==> src/rtl/seq_pkg.sv <==
// Shared types and helpers for the multi-track sequencer core.
package seq_pkg;

  typedef enum logic {
    S_IDLE = 1'b0,
    S_RUN  = 1'b1
  } state_t;

  localparam int MIX_GUARD = 3;

  // 16th-note step: accumulator threshold giving a period of LIMIT/bpm cycles.
  function automatic logic [31:0] step_limit(input longint clk_hz);
    return 32'(15 * clk_hz);
  endfunction

  function automatic logic signed [63:0] sat_add(input logic signed [63:0] a,
                                                 input logic signed [63:0] b,
                                                 input int w);
    logic signed [63:0] s;
    logic signed [63:0] hi;
    logic signed [63:0] lo;
    s  = a + b;
    hi = (64'sd1 <<< (w - 1)) - 64'sd1;
    lo = -hi - 64'sd1;
    if (s > hi) return hi;
    if (s < lo) return lo;
    return s;
  endfunction

endpackage

==> src/rtl/seq_square_voice.sv <==
// One square-wave voice: half-period counter and phase bit.
// A new half-period is only picked up at a counter wrap, so edits never glitch a half-cycle.
module seq_square_voice #(
  parameter int HP_W = 16
) (
  input  logic            i_clk,
  input  logic            i_rst,
  input  logic [HP_W-1:0] i_half_period,
  output logic            o_phase
);

  logic [HP_W-1:0] r_cnt;
  logic [HP_W-1:0] r_hp;
  logic            r_phase;

  always_ff @(posedge i_clk or posedge i_rst) begin
    if (i_rst) begin
      r_cnt   <= '0;
      r_hp    <= '0;
      r_phase <= 1'b0;
    end else if (r_hp == '0) begin
      r_cnt <= '0;
      r_hp  <= i_half_period;
    end else if (r_cnt >= r_hp - HP_W'(1)) begin
      r_cnt   <= '0;
      r_hp    <= i_half_period;
      r_phase <= ~r_phase;
    end else begin
      r_cnt <= r_cnt + HP_W'(1);
    end
  end

  assign o_phase = r_phase;

endmodule

==> src/rtl/seq_multitrack_engine.sv <==
// Multi-track step-sequencer playback: BPM step timer, loop counting, saturating voice mix, valid/ready output.
// Optional macro ACCENT_EN adds an accent input doubling the amplitude of accented hits.
//   state  | meaning
//   S_IDLE | stopped, mix forced to 0, waiting for start
//   S_RUN  | stepping through the pattern, voices audible
module seq_multitrack_engine
  import seq_pkg::*;
#(
  parameter int                  NUM_TRACKS = 4,
  parameter int                  NUM_STEPS  = 16,
  parameter int                  SAMPLE_W   = 32,
  parameter logic [SAMPLE_W-1:0] AMPLITUDE  = SAMPLE_W'(32'h0800_0000),
  parameter int                  CLK_HZ     = 50_000_000,
  parameter int                  BPM_W      = 10,
  parameter int                  LOOP_W     = 7,
  parameter int                  HP_W       = 16,
  localparam int                 SI_W       = (NUM_STEPS > 1) ? $clog2(NUM_STEPS) : 1
) (
  input  logic                           CLOCK_50,
  input  logic                           reset,
  input  logic                           start,
  input  logic                           stop,
  input  logic [BPM_W-1:0]               bpm,
  input  logic [LOOP_W-1:0]              loops,
  input  logic [NUM_TRACKS*NUM_STEPS-1:0] pattern,
`ifdef ACCENT_EN
  input  logic [NUM_TRACKS*NUM_STEPS-1:0] accent,
`endif
  input  logic [NUM_TRACKS*HP_W-1:0]     half_period,
  output logic signed [SAMPLE_W-1:0]     sample,
  output logic                           sample_valid,
  input  logic                           sample_ready,
  output logic [SI_W-1:0]                step_idx,
  output logic                           step_pulse,
  output logic                           playing,
  output logic                           done
);

  localparam logic [31:0] LIMIT = step_limit(CLK_HZ);
  localparam int          SUM_W = SAMPLE_W + MIX_GUARD;

  state_t                     r_state;
  logic [31:0]                r_acc;
  logic [LOOP_W-1:0]          r_loop;
  logic [SI_W-1:0]            r_step;
  logic                       r_pulse;
  logic                       r_done;
  logic                       r_valid;
  logic signed [SAMPLE_W-1:0] r_mix;
  logic signed [SAMPLE_W-1:0] r_sample;

  logic [NUM_TRACKS-1:0]      w_phase;
  logic [32:0]                w_acc_sum;
  logic                       w_fire;
  logic                       w_wrap;
  logic [LOOP_W-1:0]          w_loop_inc;
  logic signed [SUM_W-1:0]    w_sum;
  logic signed [SUM_W-1:0]    w_amp;
  logic [NUM_STEPS-1:0]       w_tpat;
`ifdef ACCENT_EN
  logic [NUM_STEPS-1:0]       w_tacc;
`endif
  logic signed [SAMPLE_W-1:0] w_mix;

  for (genvar t = 0; t < NUM_TRACKS; t++) begin : g_voice
    seq_square_voice #(.HP_W(HP_W)) u_voice (
      .i_clk        (CLOCK_50),
      .i_rst        (reset),
      .i_half_period(half_period[t*HP_W +: HP_W]),
      .o_phase      (w_phase[t])
    );
  end

  assign w_acc_sum  = {1'b0, r_acc} + 33'(bpm);
  assign w_fire     = (w_acc_sum >= {1'b0, LIMIT});
  assign w_wrap     = (r_step == SI_W'(NUM_STEPS - 1));
  assign w_loop_inc = r_loop + LOOP_W'(1);

  // Guard bits keep the raw sum exact; clipping happens once at the end.
  always_comb begin
    w_sum  = '0;
    w_amp  = '0;
    w_tpat = '0;
`ifdef ACCENT_EN
    w_tacc = '0;
`endif
    for (int t = 0; t < NUM_TRACKS; t++) begin
      w_tpat = pattern[t*NUM_STEPS +: NUM_STEPS];
      w_amp  = SUM_W'(AMPLITUDE);
`ifdef ACCENT_EN
      w_tacc = accent[t*NUM_STEPS +: NUM_STEPS];
      if (w_tacc[r_step]) w_amp = w_amp <<< 1;
`endif
      if (r_state == S_RUN && w_tpat[r_step] && half_period[t*HP_W +: HP_W] != '0) begin
        w_sum = w_phase[t] ? (w_sum + w_amp) : (w_sum - w_amp);
      end
    end
    w_mix = SAMPLE_W'(sat_add(64'(w_sum), 64'sd0, SAMPLE_W));
  end

  always_ff @(posedge CLOCK_50 or posedge reset) begin
    if (reset) begin
      r_state  <= S_IDLE;
      r_acc    <= '0;
      r_loop   <= '0;
      r_step   <= '0;
      r_pulse  <= 1'b0;
      r_done   <= 1'b0;
      r_valid  <= 1'b0;
      r_mix    <= '0;
      r_sample <= '0;
    end else begin
      r_pulse <= 1'b0;
      r_done  <= 1'b0;
      r_valid <= 1'b1;
      r_mix   <= w_mix;
      if (r_valid && sample_ready) r_sample <= r_mix;
      case (r_state)
        S_IDLE: begin
          if (start && !stop) begin
            r_state <= S_RUN;
            r_acc   <= '0;
            r_loop  <= '0;
            r_step  <= '0;
          end
        end
        S_RUN: begin
          if (stop || start) begin
            r_state <= stop ? S_IDLE : S_RUN;
            r_acc   <= '0;
            r_loop  <= '0;
            r_step  <= '0;
          end else if (w_fire) begin
            r_acc   <= 32'(w_acc_sum - {1'b0, LIMIT});
            r_pulse <= 1'b1;
            if (w_wrap) begin
              r_step <= '0;
              r_loop <= w_loop_inc;
              if (loops != '0 && w_loop_inc == loops) begin
                r_done  <= 1'b1;
                r_state <= S_IDLE;
                r_loop  <= '0;
              end
            end else begin
              r_step <= r_step + SI_W'(1);
            end
          end else begin
            r_acc <= w_acc_sum[31:0];
          end
        end
        default: r_state <= S_IDLE;
      endcase
    end
  end

  assign sample       = r_sample;
  assign sample_valid = r_valid;
  assign step_idx     = r_step;
  assign step_pulse   = r_pulse;
  assign playing      = (r_state == S_RUN);
  assign done         = r_done;

endmodule

==> config.mk <==
export PLATFORM = sky130hd
export DESIGN_NAME = seq_multitrack_engine
export DESIGN_NICKNAME = d
export VERILOG_FILES = /design/src/rtl/seq_pkg.sv /design/src/rtl/seq_square_voice.sv /design/src/rtl/seq_multitrack_engine.sv
export SDC_FILE = /design/constraint.sdc
export NUM_CORES = 1
export LEC_CHECK = 0
export CORE_AREA = 2 2 144 287
export DETAILED_ROUTE_END_ITERATION = 16
export DIE_AREA = 0 0 146 289
export GPL_TIMING_DRIVEN = 0
export PLACE_DENSITY = 0.54
export SYNTH_ARGS = -nofsm -noshare
export SYNTH_HDL_FRONTEND = slang
export SYNTH_SLANG_ARGS = --single-unit
==> constraint.sdc <==
create_clock -name CLOCK_50 -period 19.05 [get_ports CLOCK_50]
set_clock_uncertainty 0.1 [all_clocks]
set_input_delay 3.81 -clock CLOCK_50 [delete_from_list [all_inputs] [get_ports CLOCK_50]]
set_output_delay 3.81 -clock CLOCK_50 [all_outputs]
set_load 0.03 [all_outputs]
==> qor.yml <==
floorplan:
  rows: 104
  start_util_pct: 34.7
  die_w_um: 146
  ios: 190
  chipHeight_um: 289
  die-area_um2: 42200
  core-area_um2: 40100
logic_synthesis:
  ys_seq_area_share_pct: 34.4
  syn_area_um2: 13900
  synthArstFlopShare_pct: 100
  ys_ff_latch: 191
  yosysWarnings: 0
  avgSynthCellArea_um2: 9.38
  synth_cell_types: 71
  synth_cells: 1480
  synth-edff-count: 0
  synth_nets: 1732
  synth_flop_cell: "dfrtp_1"
pwr:
  p_comb_share_pct: 30.0
  power_leakage_nw: 7.30
  pwr-share-seq_pct: 40.9
  ir_drop_v: 0.0000499
  total_power_mw: 1.23
  pwr-share-clk_pct: 29.1
  powerDensity_nw_per_um2: 72.3
  p_int_mw: 0.814
  switchingPower_mw: 0.419
  swShare_pct: 34.0
grt:
  grt_pass1_vias: 12300
  grt_pass1_wl_mm: 63.8
  antenna_found_initial: 2
  grtUsageTotal_pct: 19.3
  gr-total-overflow: 0
  grt_max_degree: 108
finish:
  fillers: 4110
  areaGrowthSynthToFinish_pct: 22.7
  nets: 1941
  drive_above_1_share_pct: 9.46
clock_tree:
  cts_hold_buf: 0
  clock_sinks: 191
  htreeDepth: 4
  clock_latency_ns: 0.46
  cts_inserted_buffers: 17
  cts_resized: 0
  cts_setup_buffers: 0
  cts_tree: "built"
  clockBufferDepth: 2
  cts-root-buf: "clkbuf_16"
  clkSlewWorstSetupHoldPaths_ns: 0.07
timing:
  rsz0062_at_grt: "false"
  slew_headroom_pct: 23.8
  setup_violations: 0
  max_freq_mhz: 104
  fin_crit_ns: 9.64
  final_hold_viol_count: 0
  tns_ns: 0
  slew_violations: 0
  fin_crit_sh_pct: 50.6
  worst_slack_ns: 9.41
  max_slew.worst_pin.slew_ns: 1.13
  whs_ns: 0.360
routing:
  met1Wirelength_mm: 15.0
  antenna_left: 0
  wl_met2_mm: 21.8
  dr.pass1.iters: 5
  routed_wl_mm: 40.1
  highest_layer: "met5"
  drc: 0
  vias_per_cell: 5.30
  routedWlPerCell_um: 17.9
  drt_iter0_markers: 463
  vias: 11800
  wl_met3_mm: 1.62
place:
  port_buffers: 189
  dp_slack_ns: 9.03
  gp_congestion: 0.910
  hpwl_mm: 31.7
worst_setup_path:
  slowest_stage: "clkdlybuf4s50_1"
  critPathLaunchType: "input pin"
  crit_path_end_kind: "register"
  cp_data_required_time_ns: 19.34
  path_class: "input pin to register"
  path_buf_inv: 3
  cp_max_fo: 5
  slowest_delay_ns: 0.52
  reg2reg_setup_slack_ns: 12.44
  worstPathArrival_ns: 9.93
  crit_top_cell: "a21oi_1"
  cp_top_family: "compound AO/OA/AOI/OAI gates"
status:
  outcome: "completed"
job:
  max-cap-violations: 0
min_path:
  hp-class: "register to register"
final timing paths:
kind                       cells after the start                         end                       start
max                                           26                   r_mix[27]                  pattern[4]
min                                            1  g_voice[0].u_voice.o_phase  g_voice[0].u_voice.o_phase
max reg2reg                                   26                   r_mix[27]                 step_idx[2]
min reg2reg                                    1  g_voice[0].u_voice.o_phase  g_voice[0].u_voice.o_phase
max in group asynchronous                      3  g_voice[0].u_voice.r_hp[2]                       reset
min in group asynchronous                      2  g_voice[3].u_voice.r_hp[8]                       reset
per-stage QoR:
step           util [%]  instances  cell area, um^2
6_report           42.5       2233            17000
3_5_place_dp       41.1       2200            16500
3_3_place_gp       41.0       2199            16400
4_1_cts            42.5       2232            17000
2_1_floorplan         -       1480            13900
5_1_grt            42.5       2232            17000
power by group through the flow:
stage / clock network (mW) / logic, mW / registers (mW)
global route: 0.383 / 0.410 / 0.513
floorplan: 0 / 0.236 / 0.506
global placement: 0 / 0.366 / 0.512
finish: 0.358 / 0.370 / 0.504
CTS: 0.372 / 0.376 / 0.505
detailed placement: 0 / 0.374 / 0.513
cells by family (layout without fill, tap and decap cells):
group / after synthesis / after routing / share of synthesized area, %
AOI/OAI and AO/OA: 281 / 281 / 14.2
xor gates and xnor gates: 175 / 175 / 11.0
adders and majority gates: 102 / 102 / 9.57
buffers and inverters: 130 / 352 / 4.31
DFF: 191 / 191 / 34.4
muxes: 87 / 87 / 8.33
other: 1 / 2 / 0.0270
and+or+nand+nor: 513 / 513 / 18.1
synthesized netlist by cell type, types with 6 or more instances:
| cell | number | area [um^2] |
|---|---|---|
| dfrtp_1 | 191 | 4780 |
| nor2_1 | 149 | 559 |
| nand2_1 | 97 | 364 |
| ha_1 | 95 | 1190 |
| xnor2_1 | 94 | 823 |
| xor2_1 | 81 | 709 |
| nand3_1 | 72 | 360 |
| mux2_2 | 59 | 664 |
| inv_1 | 53 | 199 |
| a21o_1 | 52 | 390 |
| a21oi_1 | 50 | 250 |
| o21ai_0 | 48 | 240 |
| nor3_1 | 44 | 220 |
| clkbuf_1 | 37 | 139 |
| and3_1 | 29 | 181 |
| buf_4 | 27 | 203 |
| nor4_1 | 27 | 169 |
| a22o_1 | 24 | 210 |
| nand2b_1 | 18 | 113 |
| mux4_2 | 17 | 383 |
| or3_1 | 15 | 93.8 |
| a31oi_1 | 13 | 81.3 |
| or4_1 | 13 | 97.6 |
| mux2i_1 | 11 | 110 |
| nand4_1 | 11 | 68.8 |
| o21a_1 | 11 | 82.6 |
| nor2b_1 | 10 | 62.6 |
| a211oi_1 | 9 | 67.6 |
| buf_2 | 7 | 35.0 |
| fa_1 | 7 | 140 |
| buf_1 | 6 | 22.5 |
| o211ai_1 | 6 | 45.0 |
placed cells by master, fill, tap and decap left out, types with 13 or more instances in the layout:
| cell | Yosys | routed |
|---|---|---|
| mux4_2 | 17 | 17 |
| nand2b_1 | 18 | 18 |
| xor2_1 | 81 | 81 |
| mux2_2 | 59 | 59 |
| ha_1 | 95 | 95 |
| clkdlybuf4s50_1 | 0 | 189 |
| and3_1 | 29 | 29 |
| clkbuf_1 | 37 | 38 |
| nand2_1 | 97 | 97 |
| dfrtp_1 | 191 | 191 |
| inv_1 | 53 | 52 |
| nand3_1 | 72 | 72 |
| nor2_1 | 149 | 149 |
| nor3_1 | 44 | 44 |
| a31oi_1 | 13 | 13 |
| o21ai_0 | 48 | 48 |
| a22o_1 | 24 | 24 |
| nor4_1 | 27 | 27 |
| clkbuf_16 | 0 | 17 |
| or4_1 | 13 | 13 |
| or3_1 | 15 | 15 |
| a21oi_1 | 50 | 50 |
| buf_4 | 27 | 27 |
| a21o_1 | 52 | 52 |
| xnor2_1 | 94 | 94 |
layout make-up:
| class | instances | area (um^2) | share of cell area (%) |
|---|---|---|---|
| Multi-Input combinational cell | 1159 | 8510 | 49.9 |
| Sequential cell | 191 | 4780 | 28.0 |
| Timing Repair Buffer | 190 | 1920 | 11.3 |
| Tap cell | 530 | 663 | 3.89 |
| Clock buffer | 19 | 443 | 2.60 |
| Buffer | 77 | 399 | 2.34 |
| Inverter | 53 | 206 | 1.21 |
| Clock inverter | 13 | 123 | 0.719 |
| Antenna cell | 1 | 2.50 | 0.0147 |
layer usage:
layer / GRT usage [%] / vias to the layer above
li1: - / 5714
met1: 19.6 / 5731
met2: 37.6 / 296
met3: 3.32 / 82
met4: 9.42 / 2
met5: 0 / -
flip-flops by register name (all words and copies together) (netlist names), 4 cells and up:
signal                   flops
g_voice.u_voice.r_cnt       64
g_voice.u_voice.r_hp        64
r_acc                       32
r_loop                       7
r_mix                        6
sample                       6
g_voice.u_voice.o_phase      4
step_idx                     4
worst register-to-register path, cell delays in order, from the launching register on:
cell and delay [ns]:
dfrtp_1 0.37, clkbuf_1 0.61, mux4_2 0.40, o22a_1 0.14
o211a_1 0.25, nand2b_1 0.19, fa_1 0.39, inv_1 0.08
fa_1 0.41, a21oi_1 0.21, inv_1 0.13, ha_1 0.33
nand2_1 0.05, o21ai_0 0.38, o21ai_0 0.15, a31oi_1 0.20
a21oi_1 0.13, ha_1 0.35, a21oi_1 0.20, nand2_1 0.07
a21oi_1 0.19, o31ai_1 0.12, xnor2_1 0.25, nor2_1 0.08
xor2_1 0.18, a21oi_1 0.39, a31o_2 0.18
(Power assumes the default switching activity.)
